--- src/rtl/cla_irl_arb.sv ---
// Weighted round-robin scheduler: pops per-source CLA IRL metadata FIFOs into one registered valid/ready output.
// Optional build macro CLA_IRL_ARB_STATS_EN adds per-requester saturating grant counters with a clear input.

package cla_irl_arb_pkg;
  typedef struct packed {
    logic [7:0]  src_tag;
    logic [15:0] ctx;
    logic [7:0]  seq;
  } cla_irl_meta_type;
endpackage

module cla_irl_arb
  import cla_irl_arb_pkg::*;
#(
  parameter int NUM_REQ      = 4,
  parameter int REQ_NBITS    = 2,
  parameter int WEIGHT_NBITS = 4
) (
  input  logic                                clk,
  input  logic                                rst,
  input  logic [NUM_REQ-1:0]                  fifo_empty,
  input  cla_irl_meta_type [NUM_REQ-1:0]      fifo_dout,
  output logic [NUM_REQ-1:0]                  fifo_rd,
  input  logic [NUM_REQ-1:0]                  req_en,
  input  logic [WEIGHT_NBITS*NUM_REQ-1:0]     req_weight,
  output logic                                out_valid,
  input  logic                                out_ready,
  output cla_irl_meta_type                    out_meta,
  output logic [REQ_NBITS-1:0]                out_src,
  output logic                                busy
`ifdef CLA_IRL_ARB_STATS_EN
  ,
  input  logic                                stats_clr,
  output logic [NUM_REQ-1:0][31:0]            grant_cnt
`endif
);

  localparam int IW = REQ_NBITS + 1;

  typedef enum logic {
    IDLE  = 1'b0,
    GRANT = 1'b1
  } state_t;

  state_t                  state_q, state_d;
  logic [REQ_NBITS-1:0]    rr_ptr, rr_ptr_d;
  logic [REQ_NBITS-1:0]    grant_id, grant_id_d;
  logic [REQ_NBITS-1:0]    pick, pop_id;
  logic [WEIGHT_NBITS-1:0] burst_cnt, burst_cnt_d;
  logic [WEIGHT_NBITS-1:0] pick_weight;
  logic [WEIGHT_NBITS-1:0] weight [NUM_REQ];
  logic                    bubble, bubble_d;
  logic                    pick_valid;
  logic                    pop;
  logic                    accept;
  logic [NUM_REQ-1:0]      eligible;

  function automatic logic [REQ_NBITS-1:0] next_idx(input logic [REQ_NBITS-1:0] id);
    return (id == REQ_NBITS'(NUM_REQ - 1)) ? '0 : id + REQ_NBITS'(1);
  endfunction

  assign eligible = req_en & ~fifo_empty;
  assign accept   = ~out_valid | out_ready;
  assign busy     = (state_q == GRANT) | out_valid;

  always_comb begin
    for (int i = 0; i < NUM_REQ; i++) begin
      weight[i] = req_weight[i*WEIGHT_NBITS +: WEIGHT_NBITS];
    end
  end

  // Rotate-then-priority: scanning downward lets the lowest offset from rr_ptr win.
  always_comb begin
    logic [IW-1:0] idx;
    idx        = '0;
    pick       = '0;
    pick_valid = 1'b0;
    for (int k = NUM_REQ - 1; k >= 0; k--) begin
      idx = {1'b0, rr_ptr} + IW'(k);
      if (idx >= IW'(NUM_REQ)) idx = idx - IW'(NUM_REQ);
      if (eligible[idx[REQ_NBITS-1:0]]) begin
        pick       = idx[REQ_NBITS-1:0];
        pick_valid = 1'b1;
      end
    end
  end

  assign pick_weight = weight[pick];

  // Every release sets bubble, so the cycle after a release never picks.
  always_comb begin
    state_d     = state_q;
    grant_id_d  = grant_id;
    burst_cnt_d = burst_cnt;
    rr_ptr_d    = rr_ptr;
    bubble_d    = 1'b0;
    pop         = 1'b0;
    pop_id      = grant_id;
    if (!rst) begin
      case (state_q)
        IDLE: begin
          if (!bubble && pick_valid && accept) begin
            pop        = 1'b1;
            pop_id     = pick;
            grant_id_d = pick;
            if (pick_weight <= WEIGHT_NBITS'(1)) begin
              burst_cnt_d = '0;
              rr_ptr_d    = next_idx(pick);
              bubble_d    = 1'b1;
            end else begin
              burst_cnt_d = pick_weight - WEIGHT_NBITS'(1);
              state_d     = GRANT;
            end
          end
        end
        GRANT: begin
          if (!eligible[grant_id]) begin
            rr_ptr_d = next_idx(grant_id);
            state_d  = IDLE;
            bubble_d = 1'b1;
          end else if (accept) begin
            pop         = 1'b1;
            burst_cnt_d = burst_cnt - WEIGHT_NBITS'(1);
            if (burst_cnt == WEIGHT_NBITS'(1)) begin
              rr_ptr_d = next_idx(grant_id);
              state_d  = IDLE;
              bubble_d = 1'b1;
            end
          end
        end
        default: state_d = IDLE;
      endcase
    end
  end

  always_ff @(posedge clk) begin
    if (rst) begin
      state_q   <= IDLE;
      rr_ptr    <= '0;
      grant_id  <= '0;
      burst_cnt <= '0;
      bubble    <= 1'b0;
    end else begin
      state_q   <= state_d;
      rr_ptr    <= rr_ptr_d;
      grant_id  <= grant_id_d;
      burst_cnt <= burst_cnt_d;
      bubble    <= bubble_d;
    end
  end

  always_comb begin
    fifo_rd = '0;
    if (pop) fifo_rd[pop_id] = 1'b1;
  end

  always_ff @(posedge clk) begin
    if (rst) begin
      out_valid <= 1'b0;
      out_meta  <= '0;
      out_src   <= '0;
    end else if (pop) begin
      out_valid <= 1'b1;
      out_meta  <= fifo_dout[pop_id];
      out_src   <= pop_id;
    end else if (out_ready) begin
      out_valid <= 1'b0;
    end
  end

`ifdef CLA_IRL_ARB_STATS_EN
  // A clear wins over a coincident pop.
  always_ff @(posedge clk) begin
    if (rst) begin
      grant_cnt <= '0;
    end else begin
      for (int i = 0; i < NUM_REQ; i++) begin
        if (stats_clr) begin
          grant_cnt[i] <= '0;
        end else if (fifo_rd[i] && (grant_cnt[i] != '1)) begin
          grant_cnt[i] <= grant_cnt[i] + 32'd1;
        end
      end
    end
  end
`endif

`ifndef SYNTHESIS
  always_ff @(posedge clk) begin
    if (!rst) begin
      assert ($onehot0(fifo_rd)) else $error("ERROR cla_irl_arb: fifo_rd not one-hot-or-zero %b", fifo_rd);
      assert ((fifo_rd & fifo_empty) == '0) else $error("ERROR cla_irl_arb: fifo_rd %b on empty %b", fifo_rd, fifo_empty);
    end
  end
`endif

endmodule

--- config.mk ---
export PLATFORM = sky130hd
export DESIGN_NAME = cla_irl_arb
export DESIGN_NICKNAME = d
export VERILOG_FILES = /design/src/rtl/cla_irl_arb.sv
export SDC_FILE = /design/constraint.sdc
export NUM_CORES = 1
export LEC_CHECK = 0
export ABC_AREA = 1
export CORE_MARGIN = 2
export CORE_UTILIZATION = 25
export DETAILED_ROUTE_END_ITERATION = 12
export MAX_ROUTING_LAYER = met4
export PLACE_DENSITY = 0.66
export SLEW_MARGIN = 20
export SYNTH_ARGS = -nofsm -noshare
export SYNTH_HDL_FRONTEND = slang
export SYNTH_SLANG_ARGS = --single-unit
--- constraint.sdc ---
create_clock -name clk -period 7.5 [get_ports clk]
set_clock_uncertainty 0.2 [all_clocks]
set_input_delay 1.125 -clock clk [delete_from_list [all_inputs] [get_ports clk]]
set_output_delay 1.125 -clock clk [all_outputs]
set_load 0.1 [all_outputs]
==> metrics.sh, run 1 <==
WORST-SETUP-PATH-TYPE='primary input to output port'
POSTCTSSETUPREPAIRBUFS=0
FINAL-MAX-SLEW-VIOLATION-COUNT=0
CLOCK_LATENCY_NS=0.28
MULTI_INPUT_AREA_SQ_UM=2280
CAP_VIOL_MAX_COUNT=0
FP.DIEW_UM=125
SYNTHFLOPTYPE='sky130_fd_sc_hd__dfxtp_1'
PEAKVDDDROP_V=0.000356
CRITPATHMOSTFREQUENTCELL='sky130_fd_sc_hd__nand2_2'
REG2REG_DEPTH=17
WHS_PATH_CELLS=2
DETAILEDROUTE.FIRSTITERATIONVIOLATIONS=179
GRT_FIRST_PASS_WIRELENGTH_UM=20300
OUTCOME='completed'
CTS.CLK_SLEW.WORST_PATHS_NS=0.06
POWER.DENSITY_nW_PER_UM2=474
WORST-R2R-SETUP-SLACK_NS=3.96
CRIT_PATH_START_KIND='primary input'
WORST_PATH_MAXIMUM_FANOUT=37
SETUP-VIOLATIONS-FINAL=0
DP.FINAL_HPWL_UM=9560
SYNTH.YOSYS.SEQ_AREA_SHARE=0.247
WORST-SLEW-PIN-TRANSITION_NS=1.03
ROOT_BUFFER_SELECTED_BY_CTS='sky130_fd_sc_hd__clkbuf_16'
TIMING.CRITICAL_PATH.ARRIVAL_NS=3.96
SYN-NUM-NETS=726
GRT_SETUP_UNREPAIRED='no'
PLACE_CONGESTION=0.817
DRC=0
ANTENNA_VIOLATING_NETS_POST_ROUTE=0
ANTENNA_CELLS_INSERTED=0
CRITICAL-PATH-TOP-DELAY-FAMILY='buffers and inverters'
LARGEST_NET_DEGREE_AT_THE_START_OF_GLOBAL_ROUTING=98
SYNTH.FF_LATCH_COUNT=45
SYN_AREA_SQ_UM=3650
POST_SYNTH.CELL_AREA_AVG_SQ_UM=6.44
GRT_ANTENNA_BEFORE_REPAIR=0
CTS-BUFFERS-INSERTED=5
SLEW_HEADROOM=0.314
DIE_AREA_SQ_UM=15600
SYNTH_CELLS=567
TRITONCTS='yes'
FILLERS=1535
DIE_Y_UM=125
REGAREA_SQ_UM=901
GR-TOTAL-OVERFLOW=0
CPPEAKSTAGEDELAY_NS=0.52
BUFFERS_ON_PORTS=194
CLOCK_TREE.HTREE_LEVEL_COUNT=2
ROUTED_WIRELENGTH_UM=12900
WORST_SETUP_PATH_END_KIND='output port'
CTS_HOLD_REPAIR.BUFFERS=0
CTS_MAX_PATH_BUFFERS=2
IO_PINS=195
PLACEABLE_CORE_REGION_SQ_UM=14400
NETLIST-CELL-TYPE-COUNT=37
NUMNETS_FINAL=897
SYNTH-ASYNC-RESET-RATIO=0
WORSTPATHBUFFERINVERTERCOUNT=7
DRT_FIRST_PASS_ITERS=5
FLOORPLAN.ROWS=44
HOLD_PATH_CLASS='flop to flop'
CELL_BY_CELL_LISTING_OF_THE_CRITICAL_PATH='clkdlybuf4s50_1 -> nand3_1 -> nand2_2 -> inv_2 -> nand2_2 -> inv_1 -> nand4_1 -> nand2_2 -> nand2_1 -> inv_2 -> nor2_2 -> buf_4 -> inv_1 -> nor3_1 -> buf_12'
FINAL.SETUP.TNS_NS=0
WIRE_PER_INST_UM=14.0
FIRST_GLOBAL_VIAS=4062
VIAS=4239
TRITONCTS_NUM_SINKS=45
LAYOUT_WORST_PATH_CYCLE_SHARE=0.704
POWER_LEAKAGE_nW=2.52
TIMING_HOLD_VIOLATIONS_FINAL=0
START_UTIL=0.253
PROPORTION_OF_LAYOUT_CELLS_WITH_A_DRIVE_SUFFIX_ABOVE_1=0.0988
LAYOUT_AREA_GROWTH_OVER_SYNTHESIS_PCT=58.5
GRT_UTIL_ALL_LAYERS=0.164
WORST-PATH-STAGES=15
CP_SLOWEST_CELL='sky130_fd_sc_hd__clkdlybuf4s50_1'
SYNTH-WARNING-COUNT=0
VIA_PER_INST=4.59
MAX_CLOCK_FREQ_MHz=189
FINALPOWER_mW=2.74
POST_CTS.RESIZED_INSTANCES=0
SYNTH_EDF_COUNT=0
WORST-ENDPOINT-REQUIRED_NS=6.17
FINAL_PERIOD_MINUS_WORST_SETUP_SLACK_NS=5.28
cells in the final DEF (no fill, tap or decap), drive strengths merged, types with 2 or more instances in the layout:
| master | instances |
|---|---|
| a21boi | 2 |
| a21oi | 42 |
| buf | 8 |
| clkbuf | 8 |
| clkdlybuf4s50 | 190 |
| dfxtp | 45 |
| ha | 4 |
| inv | 66 |
| nand2 | 160 |
| nand3 | 69 |
| nand4 | 2 |
| nor2 | 23 |
| nor3 | 4 |
| o211ai | 33 |
| o21ai | 75 |
final timing paths:
| path | start | endpoint |
|---|---|---|
| worst max-delay path | req_en[1] | fifo_rd[0] |
| worst max register to register | rr_ptr[0] | out_meta[28] |
| worst min-delay path | out_src[0] | out_src[0] |
| worst min register to register | out_src[0] | out_src[0] |
metrics by stage:
step / cell area [sq um] / hold slack [ns] / utilization / setup WS, ns / instances
global placement: 5640 / 0.250 / 0.391 / 2.21 / 915
global route: 5790 / 0.285 / 0.401 / 1.86 / 923
finish: 5790 / 0.266 / 0.401 / 2.22 / 923
detailed placement: 5640 / 0.256 / 0.391 / 2.15 / 915
floorplan: 3650 / 0.328 / - / 1.77 / 567
CTS: 5780 / 0.264 / 0.401 / 2.14 / 923
metal layers:
layer  global-route usage  up-vias  share of wire
met4               0.0281        0         0.0069
met1                0.194     1874           0.44
met5                    -        -              0
met2                0.284      136           0.48
met3               0.0430        7          0.073
li1                     -     2222              -
where the power goes:
group | switching, mW | internal, mW | leakage (nW) | total, mW
Clock | 0.0881 | 0.124 | 0.0652 | 0.212
Sequential | 0.0541 | 0.325 | 0.371 | 0.379
Combinational | 1.51 | 0.639 | 2.08 | 2.15
Total | 1.65 | 1.09 | 2.52 | 2.74
worst reg2reg max path, stage by stage (launching register included):
cell	delay, ns
sky130_fd_sc_hd__dfxtp_1	0.50
sky130_fd_sc_hd__inv_4	0.12
sky130_fd_sc_hd__nand2_1	0.10
sky130_fd_sc_hd__nand2_2	0.08
sky130_fd_sc_hd__nand3_1	0.08
sky130_fd_sc_hd__nand2_1	0.07
sky130_fd_sc_hd__nand3_1	0.08
sky130_fd_sc_hd__nand2_1	0.09
sky130_fd_sc_hd__nand2_4	0.13
sky130_fd_sc_hd__nand2_2	0.17
sky130_fd_sc_hd__nand2_2	0.12
sky130_fd_sc_hd__nand3_4	0.40
sky130_fd_sc_hd__nand2_8	0.63
sky130_fd_sc_hd__nand2_1	0.22
sky130_fd_sc_hd__o211ai_1	0.14
sky130_fd_sc_hd__o21ai_0	0.19
sky130_fd_sc_hd__nand2_1	0.09
sky130_fd_sc_hd__nand2_1	0.04
final cells by class:
class | instances | share of cell area
tap | 184 | 0.0398
inverter | 67 | 0.0448
timing repair buffer | 198 | 0.341
sequential | 45 | 0.156
clock buffer | 8 | 0.0236
multi-input combinational | 421 | 0.395
state kept, by name, summed over array words and instances, names as in the netlist:
| signal | count |
|---|---|
| rr_ptr | 2 |
| burst_cnt | 4 |
| out_valid | 1 |
| out_meta | 32 |
| bubble | 1 |
| grant_id | 2 |
| state_q | 1 |
| out_src | 2 |
Yosys cell counts, types with 2 or more instances:
cell type	n	area, sq um
sky130_fd_sc_hd__nand2_1	149	559
sky130_fd_sc_hd__nand3_1	63	315
sky130_fd_sc_hd__inv_1	60	225
sky130_fd_sc_hd__dfxtp_1	45	901
sky130_fd_sc_hd__a21oi_1	40	200
sky130_fd_sc_hd__o21ai_0	39	195
sky130_fd_sc_hd__o21ai_1	36	180
sky130_fd_sc_hd__o211ai_2	30	375
sky130_fd_sc_hd__nor2_1	20	75.1
sky130_fd_sc_hd__clkbuf_1	14	52.6
sky130_fd_sc_hd__buf_6	11	124
sky130_fd_sc_hd__buf_2	9	45.0
sky130_fd_sc_hd__nand2_2	9	56.3
sky130_fd_sc_hd__nand3_2	5	50.1
sky130_fd_sc_hd__ha_1	4	50.1
sky130_fd_sc_hd__inv_2	4	15.0
sky130_fd_sc_hd__nor3_1	4	20.0
sky130_fd_sc_hd__o211ai_1	3	22.5
sky130_fd_sc_hd__nand2_4	2	22.5
sky130_fd_sc_hd__nand4_1	2	12.5
sky130_fd_sc_hd__nor2_2	2	12.5
kinds of logic (layout without fill, tap and decap cells):
logic type,count (synthesis),after routing,share of synthesized area
compound gates,155,155,0.284
buf+inv,101,273,0.132
simple gates,260,260,0.319
xor+xnor,2,2,0.00480
fa+ha+maj,4,4,0.0137
flops,45,45,0.247
No activity file was read; power rests on OpenSTA's default activity.
==> run 2: changes to the inputs <==
==> constraint.sdc (replaced) <==
create_clock -name clk -period 4.9 [get_ports clk]
set_clock_uncertainty 0.2 [all_clocks]
set_input_delay 0.735 -clock clk [delete_from_list [all_inputs] [get_ports clk]]
set_output_delay 0.735 -clock clk [all_outputs]
set_load 0.1 [all_outputs]
==> metrics.sh, run 2 (same netlist as run 1, synthesis figures left out) <==
OUTCOME='completed'
START_UTIL=0.253  # unchanged
CTS-BUFFERS-INSERTED=5  # unchanged
CTS_MAX_PATH_BUFFERS=2  # unchanged
CP_SLOWEST_CELL='sky130_fd_sc_hd__clkdlybuf4s50_1'
CRIT_PATH_START_KIND='primary input'
NUMNETS_FINAL=904  # +0.78%
CRITICAL_PATH.REG2REG.STARTPOINT='rr_ptr[0]'
TRITONCTS='yes'
GRT_SETUP_UNREPAIRED='no'
FINAL_CRITICAL_PATH_SETUP_SLACK_NS=0.699  # -1.52 ns
WHS_NS=0.270  # +0.00457 ns
CLOCK_TREE.HTREE_LEVEL_COUNT=2  # unchanged
FILLERS=1527  # -0.52%
POWER.SWITCHING_FRACTION=0.585  # -0.0185
REG2REG_DEPTH=18  # +1
FP.DIEW_UM=125  # unchanged
SETUP-VIOLATIONS-FINAL=0  # unchanged
HOLD_PATH_CLASS='flop to flop'
GR-TOTAL-OVERFLOW=0  # unchanged
MAX_FFS_PER_REGISTER=32  # unchanged
GRT_FIRST_PASS_WIRELENGTH_UM=20300  # about the same
WHS_PATH_CELLS=2  # unchanged
TIMING.HOLD.WORST.START='out_meta[27]'
LAYOUT_WORST_PATH_CYCLE_SHARE=0.857
WORSTREG2REGEND='out_meta[20]'
TIMING_HOLD_VIOLATIONS_FINAL=0  # unchanged
CTS.CLK_SLEW.WORST_PATHS_NS=0.06  # about the same
PEAKVDDDROP_V=0.000297  # -17%
VIA_PER_INST=4.59  # about the same
WORSTPATHBUFFERINVERTERCOUNT=3  # -4
TOP_REGISTER='out_meta'
POST_CTS.RESIZED_INSTANCES=0  # unchanged
FINAL-MAX-SLEW-VIOLATION-COUNT=0  # unchanged
ROOT_BUFFER_SELECTED_BY_CTS='sky130_fd_sc_hd__clkbuf_16'
SLEW_HEADROOM=0.314  # +0.000445
PLACE_CONGESTION=0.842  # +3.0%
CAP_VIOL_MAX_COUNT=0  # unchanged
CPPEAKSTAGEDELAY_NS=0.53  # about the same
IO_PINS=195  # unchanged
ANTENNA_VIOLATING_NETS_POST_ROUTE=0  # unchanged
GRT_UTIL_ALL_LAYERS=0.162  # -0.00182
LAYOUT.CELLS.MOST_COMMON='sky130_fd_sc_hd__clkdlybuf4s50_1'
P_INT_mW=1.81  # +66%
DETAILEDROUTE.FIRSTITERATIONVIOLATIONS=190  # +6.1%
P_CLK_FRAC=0.090  # +0.013
POST_LAYOUT_NONFILLER_INSTANCES=930  # +0.76%
WORST-SLEW-PIN-TRANSITION_NS=1.03  # -0.000665 ns
FINAL_PERIOD_MINUS_WORST_SETUP_SLACK_NS=4.20
FINAL_CELL_MIX='190 x sky130_fd_sc_hd__clkdlybuf4s50_1, 149 x sky130_fd_sc_hd__nand2_1, 63 x sky130_fd_sc_hd__nand3_1, 60 x sky130_fd_sc_hd__inv_1, 45 x sky130_fd_sc_hd__dfxtp_1'
WORST_PATH_MAXIMUM_FANOUT=20  # -46%
DRC=0  # unchanged
PROPORTION_OF_LAYOUT_CELLS_WITH_A_DRIVE_SUFFIX_ABOVE_1=0.113  # +0.0138
MULTI_INPUT_AREA_SQ_UM=2290  # about the same
TRITONCTS_NUM_SINKS=45  # unchanged
CTS_HOLD_REPAIR.BUFFERS=0  # unchanged
FINAL.SETUP.TNS_NS=0  # unchanged
TIMING.CRITICAL_PATH.ARRIVAL_NS=3.27  # -0.69 ns
POSTCTSSETUPREPAIRBUFS=0  # unchanged
WORST-ENDPOINT-REQUIRED_NS=3.96  # -2.21 ns
MAX_CLOCK_FREQ_MHz=238
WORST_SETUP_PATH_END_KIND='output port'
POWER.SHARE.COMBINATIONAL=0.777  # -0.007
P_SWITCHING_mW=2.55  # +54%
POWER.SHARE.SEQUENTIAL=0.133  # -0.005
LARGEST_NET_DEGREE_AT_THE_START_OF_GLOBAL_ROUTING=40  # -59%
PLACEDCELLCOUNT=922  # +0.77%
ROUTED_WIRELENGTH_UM=12600  # -2.6%
REGAREA_SQ_UM=901  # unchanged
POWER_LEAKAGE_nW=2.59  # +2.7%
FLOORPLAN.ROWS=44  # unchanged
WIRE_PER_INST_UM=13.5  # -3.4%
HOLD_PATH_END='out_meta[27]'
PLACEMENT.SETUP.WORST_SLACK_NS=0.698  # -1.46 ns
POWER.DENSITY_nW_PER_UM2=736  # +55%
WORST-R2R-SETUP-SLACK_NS=1.62  # -2.34 ns
CRITPATHMOSTFREQUENTCELL='sky130_fd_sc_hd__nand2_2'
DIE_Y_UM=125  # unchanged
TOP_REGS='out_meta (32), burst_cnt (4)'
CLOCK_LATENCY_NS=0.28  # about the same
DIE_AREA_SQ_UM=15600  # unchanged
DP.FINAL_HPWL_UM=9690  # +1.4%
LAYOUT_AREA_GROWTH_OVER_SYNTHESIS_PCT=62.4
VIAS=4267  # +0.66%
FIRST_GLOBAL_VIAS=4146  # +2.1%
DRT_FIRST_PASS_ITERS=5  # unchanged
BUFFERS_ON_PORTS=194  # unchanged
PLACEABLE_CORE_REGION_SQ_UM=14400  # unchanged
FINALPOWER_mW=4.36  # +59%
GRT_ANTENNA_BEFORE_REPAIR=0  # unchanged
ANTENNA_CELLS_INSERTED=0  # unchanged
CELL_BY_CELL_LISTING_OF_THE_CRITICAL_PATH='clkdlybuf4s50_1 -> nand3_1 -> nand2_1 -> nand2_2 -> nand2_2 -> nand3_2 -> nand3_2 -> nand2_2 -> nand2_2 -> nand3_4 -> inv_1 -> nand2_1 -> nor2_1 -> buf_12'
CRITICAL-PATH-TOP-DELAY-FAMILY='simple AND/OR/NAND/NOR gates'
WORST-SETUP-PATH-TYPE='primary input to output port'
==> run 2: worst register-to-register path, cell delays in order, from the launching register on <==
cell and delay [ns]:
sky130_fd_sc_hd__dfxtp_1 0.49, sky130_fd_sc_hd__inv_4 0.12, sky130_fd_sc_hd__nand2_1 0.08, sky130_fd_sc_hd__nand2_1 0.09
sky130_fd_sc_hd__nand2_2 0.12, sky130_fd_sc_hd__nand2_2 0.06, sky130_fd_sc_hd__nand3_2 0.07, sky130_fd_sc_hd__nand2_1 0.09
sky130_fd_sc_hd__nand2_4 0.11, sky130_fd_sc_hd__nand2_2 0.15, sky130_fd_sc_hd__nand2_2 0.12, sky130_fd_sc_hd__nand3_4 0.27
sky130_fd_sc_hd__nand2_4 0.48, sky130_fd_sc_hd__buf_4 0.36, sky130_fd_sc_hd__nand2_1 0.11, sky130_fd_sc_hd__o211ai_2 0.07
sky130_fd_sc_hd__o21ai_1 0.09, sky130_fd_sc_hd__nand2_1 0.06, sky130_fd_sc_hd__nand2_1 0.05
==> run 2: area by class of cell <==
cell class,instances,area share
tap,184,0.0389
clock inverter,1,0.00507
timing repair buffer,205,0.351
inverter,67,0.0437
multi-input combinational,421,0.386
sequential,45,0.152
clock buffer,7,0.0241
==> run 2: worst max-delay path by stage <==
stage,from,cells after the start,to
3_5_place_dp,req_en[2],14,fifo_rd[3]
5_1_grt,req_en[2],14,fifo_rd[3]
6_report,req_en[2],14,fifo_rd[3]
2_1_floorplan,out_valid,11,fifo_rd[1]
4_1_cts,req_en[2],14,fifo_rd[3]
3_3_place_gp,req_en[2],14,fifo_rd[3]
==> run 2: power by group through the flow <==
stage               clock network (mW)  registers [mW]  logic, mW
floorplan                            0            1.17       2.08
global placement                     0           0.585       3.41
detailed placement                   0           0.589       3.41
CTS                              0.410           0.583       3.42
global route                     0.423           0.598       3.72
finish                           0.393           0.581       3.39
==> run 2: stage by stage <==
stage	utilization	cell area (sq um)
final	0.411	5930
after CTS	0.411	5930
after floorplan	-	3660
after global routing	0.411	5930
after detailed placement	0.399	5750
after global placement	0.399	5750
==> run 2: routing by layer <==
layer  vias to the layer above  GRT usage  part of all wire
li1                       2241          -                 -
met1                      1894      0.193              0.45
met2                       122      0.275              0.49
met3                        10     0.0374             0.055
met4                         0     0.0458             0.011
met5                         -          -                 0
==> run 3: changes to the inputs <==
--- a/config.mk
+++ b/config.mk
@@ -9,7 +9,6 @@
 export CORE_MARGIN = 2
 export CORE_UTILIZATION = 25
 export DETAILED_ROUTE_END_ITERATION = 12
-export MAX_ROUTING_LAYER = met4
 export PLACE_DENSITY = 0.66
 export SLEW_MARGIN = 20
 export SYNTH_ARGS = -nofsm -noshare
==> metrics.sh, run 3 (same netlist as run 1, synthesis figures left out) <==
FP.DIEW_UM=125  # unchanged
CPPEAKSTAGEDELAY_NS=0.53  # about the same
FINAL-MAX-SLEW-VIOLATION-COUNT=0  # unchanged
ROUTED_WIRELENGTH_UM=12500  # -0.10%
LAYOUT.CELLS.MOST_COMMON='sky130_fd_sc_hd__clkdlybuf4s50_1'
TOP_REGS='out_meta (32), burst_cnt (4)'
POWER_LEAKAGE_nW=2.59  # unchanged
DRT_FIRST_PASS_ITERS=5  # unchanged
GRT_FIRST_PASS_WIRELENGTH_UM=20300  # +0.24%
MET1_USAGE=0.185  # -0.00813
FINAL_CRITICAL_PATH_SETUP_SLACK_NS=0.713  # +0.0143 ns
VIAS=4273  # +0.14%
GR-TOTAL-OVERFLOW=0  # unchanged
FILLERS=1527  # unchanged
NUMNETS_FINAL=904  # unchanged
POWER.DENSITY_nW_PER_UM2=735  # about the same
MULTI_INPUT_AREA_SQ_UM=2290  # unchanged
IO_PINS=195  # unchanged
CP_SLOWEST_CELL='sky130_fd_sc_hd__clkdlybuf4s50_1'
CLOCK_TREE.HTREE_LEVEL_COUNT=2  # unchanged
BUFFERS_ON_PORTS=194  # unchanged
FINISH.INSTANCE_AREA_SQ_UM=5930  # unchanged
CELL_BY_CELL_LISTING_OF_THE_CRITICAL_PATH='clkdlybuf4s50_1 -> nand3_1 -> nand2_1 -> nand2_2 -> nand2_2 -> nand3_2 -> nand3_2 -> nand2_2 -> nand2_2 -> nand3_4 -> inv_1 -> nand2_1 -> nor2_1 -> buf_12'
PROPORTION_OF_LAYOUT_CELLS_WITH_A_DRIVE_SUFFIX_ABOVE_1=0.113  # unchanged
CLOCK_LATENCY_NS=0.28  # about the same
DIE_Y_UM=125  # unchanged
WORST-SLEW-PIN-TRANSITION_NS=1.02  # -0.00718 ns
TOP_REGISTER='out_meta'
VIA_PER_INST=4.59  # +0.14%
DETAILEDROUTE.FIRSTITERATIONVIOLATIONS=165  # -13%
OUTCOME='completed'
CRITPATHMOSTFREQUENTCELL='sky130_fd_sc_hd__nand2_2'
FINAL_CELL_MIX='190 x sky130_fd_sc_hd__clkdlybuf4s50_1, 149 x sky130_fd_sc_hd__nand2_1, 63 x sky130_fd_sc_hd__nand3_1, 60 x sky130_fd_sc_hd__inv_1, 45 x sky130_fd_sc_hd__dfxtp_1'
REGAREA_SQ_UM=901  # unchanged
CRIT_PATH_START_KIND='primary input'
WORST-SETUP-PATH-TYPE='primary input to output port'
FINAL_PERIOD_MINUS_WORST_SETUP_SLACK_NS=4.19  # -0.0143 ns
LAYOUT_WORST_PATH_CYCLE_SHARE=0.854  # -0.00292
GRT_ANTENNA_BEFORE_REPAIR=0  # unchanged
GLOBAL_ROUTE.USAGE.MET2=0.275  # +0.000321
CTS_HOLD_REPAIR.BUFFERS=0  # unchanged
ANTENNA_CELLS_INSERTED=0  # unchanged
PEAKVDDDROP_V=0.000296  # -0.22%
POSTCTSSETUPREPAIRBUFS=0  # unchanged
POST_CTS.RESIZED_INSTANCES=0  # unchanged
WORSTPATHBUFFERINVERTERCOUNT=3  # unchanged
ROOT_BUFFER_SELECTED_BY_CTS='sky130_fd_sc_hd__clkbuf_16'
FIRST_GLOBAL_VIAS=4137  # -0.22%
MAX_CLOCK_FREQ_MHz=239  # +0.34%
CTS-BUFFERS-INSERTED=5  # unchanged
DIE_AREA_SQ_UM=15600  # unchanged
CAP_VIOL_MAX_COUNT=0  # unchanged
LARGEST_NET_DEGREE_AT_THE_START_OF_GLOBAL_ROUTING=40  # unchanged
TRITONCTS_NUM_SINKS=45  # unchanged
CTS.CLK_SLEW.WORST_PATHS_NS=0.06  # about the same
MAX_FFS_PER_REGISTER=32  # unchanged
FINALPOWER_mW=4.36  # about the same
GRT_UTIL_ALL_LAYERS=0.158  # -0.00456
GRT_BUSIEST_LAYER='met2'
SLEW_HEADROOM=0.319  # +0.00480
LAYOUT_AREA_GROWTH_OVER_SYNTHESIS_PCT=62.4  # unchanged
CTS_MAX_PATH_BUFFERS=2  # unchanged
GLOBAL_ROUTE.USAGE.MET3=0.0498  # +0.0125
HOLD_PATH_CLASS='flop to flop'
WIRE_PER_INST_UM=13.5  # -0.10%
TIMING_HOLD_VIOLATIONS_FINAL=0  # unchanged
PLACEABLE_CORE_REGION_SQ_UM=14400  # unchanged
CRITICAL-PATH-TOP-DELAY-FAMILY='simple AND/OR/NAND/NOR gates'
PLACE_CONGESTION=0.829  # -1.5%
GRT_SETUP_UNREPAIRED='no'
START_UTIL=0.253  # unchanged
TRITONCTS='yes'
DRC=0  # unchanged
FINAL.SETUP.TNS_NS=0  # unchanged
FLOORPLAN.ROWS=44  # unchanged
WORST_PATH_MAXIMUM_FANOUT=20  # unchanged
TIMING.CRITICAL_PATH.ARRIVAL_NS=3.25  # -0.02 ns
WORST-ENDPOINT-REQUIRED_NS=3.96  # about the same
WORST_SETUP_PATH_END_KIND='output port'
ANTENNA_VIOLATING_NETS_POST_ROUTE=0  # unchanged
DP.FINAL_HPWL_UM=9690  # unchanged
POST_DP_CELL_AREA_SQ_UM=5750  # unchanged
PLACEMENT.SETUP.WORST_SLACK_NS=0.698  # unchanged
SETUP-VIOLATIONS-FINAL=0  # unchanged
## run 3: worst reg2reg max path, cell delays in order, from the launching register on
cell                       delay [ns]
sky130_fd_sc_hd__dfxtp_1         0.49
sky130_fd_sc_hd__inv_4           0.12
sky130_fd_sc_hd__nand2_1         0.08
sky130_fd_sc_hd__nand2_1         0.09
sky130_fd_sc_hd__nand2_2         0.12
sky130_fd_sc_hd__nand2_2         0.06
sky130_fd_sc_hd__nand3_2         0.07
sky130_fd_sc_hd__nand2_1         0.09
sky130_fd_sc_hd__nand2_4         0.11
sky130_fd_sc_hd__nand2_2         0.15
sky130_fd_sc_hd__nand2_2         0.12
sky130_fd_sc_hd__nand3_4         0.26
sky130_fd_sc_hd__nand2_4         0.48
sky130_fd_sc_hd__buf_4           0.36
sky130_fd_sc_hd__nand2_1         0.11
sky130_fd_sc_hd__o211ai_2        0.07
sky130_fd_sc_hd__o21ai_1         0.09
sky130_fd_sc_hd__nand2_1         0.06
sky130_fd_sc_hd__nand2_1         0.05
## run 3: through the flow
stage	std cells	utilization	hold slack, ns
after global placement	922	0.399	0.254
after CTS	930	0.411	0.272
final	930	0.411	0.268
after floorplan	567	-	0.328
after detailed placement	922	0.399	0.261
after global routing	930	0.411	0.287
## run 3: area by class of cell
class,instances,area share
multi-input cells,421,0.386
repair buffers,205,0.351
flip-flops and latches,45,0.152
inverters,67,0.0437
well taps,184,0.0389
clock buffers,7,0.0241
clock inverters,1,0.00507
## run 3: power by group
| group | internal (mW) | switching [mW] |
|---|---|---|
| registers | 0.498 | 0.0835 |
| clock network | 0.255 | 0.138 |
| logic | 1.06 | 2.32 |
| total | 1.81 | 2.55 |
## run 3: layer usage
| layer | vias to the layer above | part of all wire |
|---|---|---|
| met5 | - | 0 |
| met2 | 122 | 0.49 |
| met4 | 0 | 0.011 |
| met3 | 10 | 0.072 |
| li1 | 2239 | - |
| met1 | 1902 | 0.43 |
## run 3: worst paths after layout
| check | endpoint | start | cells past startpoint | slack [ns] |
|---|---|---|---|---|
| worst max-delay path | fifo_rd[3] | req_en[2] | 14 | 0.71 |
| worst min-delay path | out_meta[2] | out_meta[2] | 2 | 0.27 |
| worst max register to register | out_meta[20] | rr_ptr[0] | 18 | 1.63 |
| worst min register to register | out_meta[2] | out_meta[2] | 2 | 0.27 |
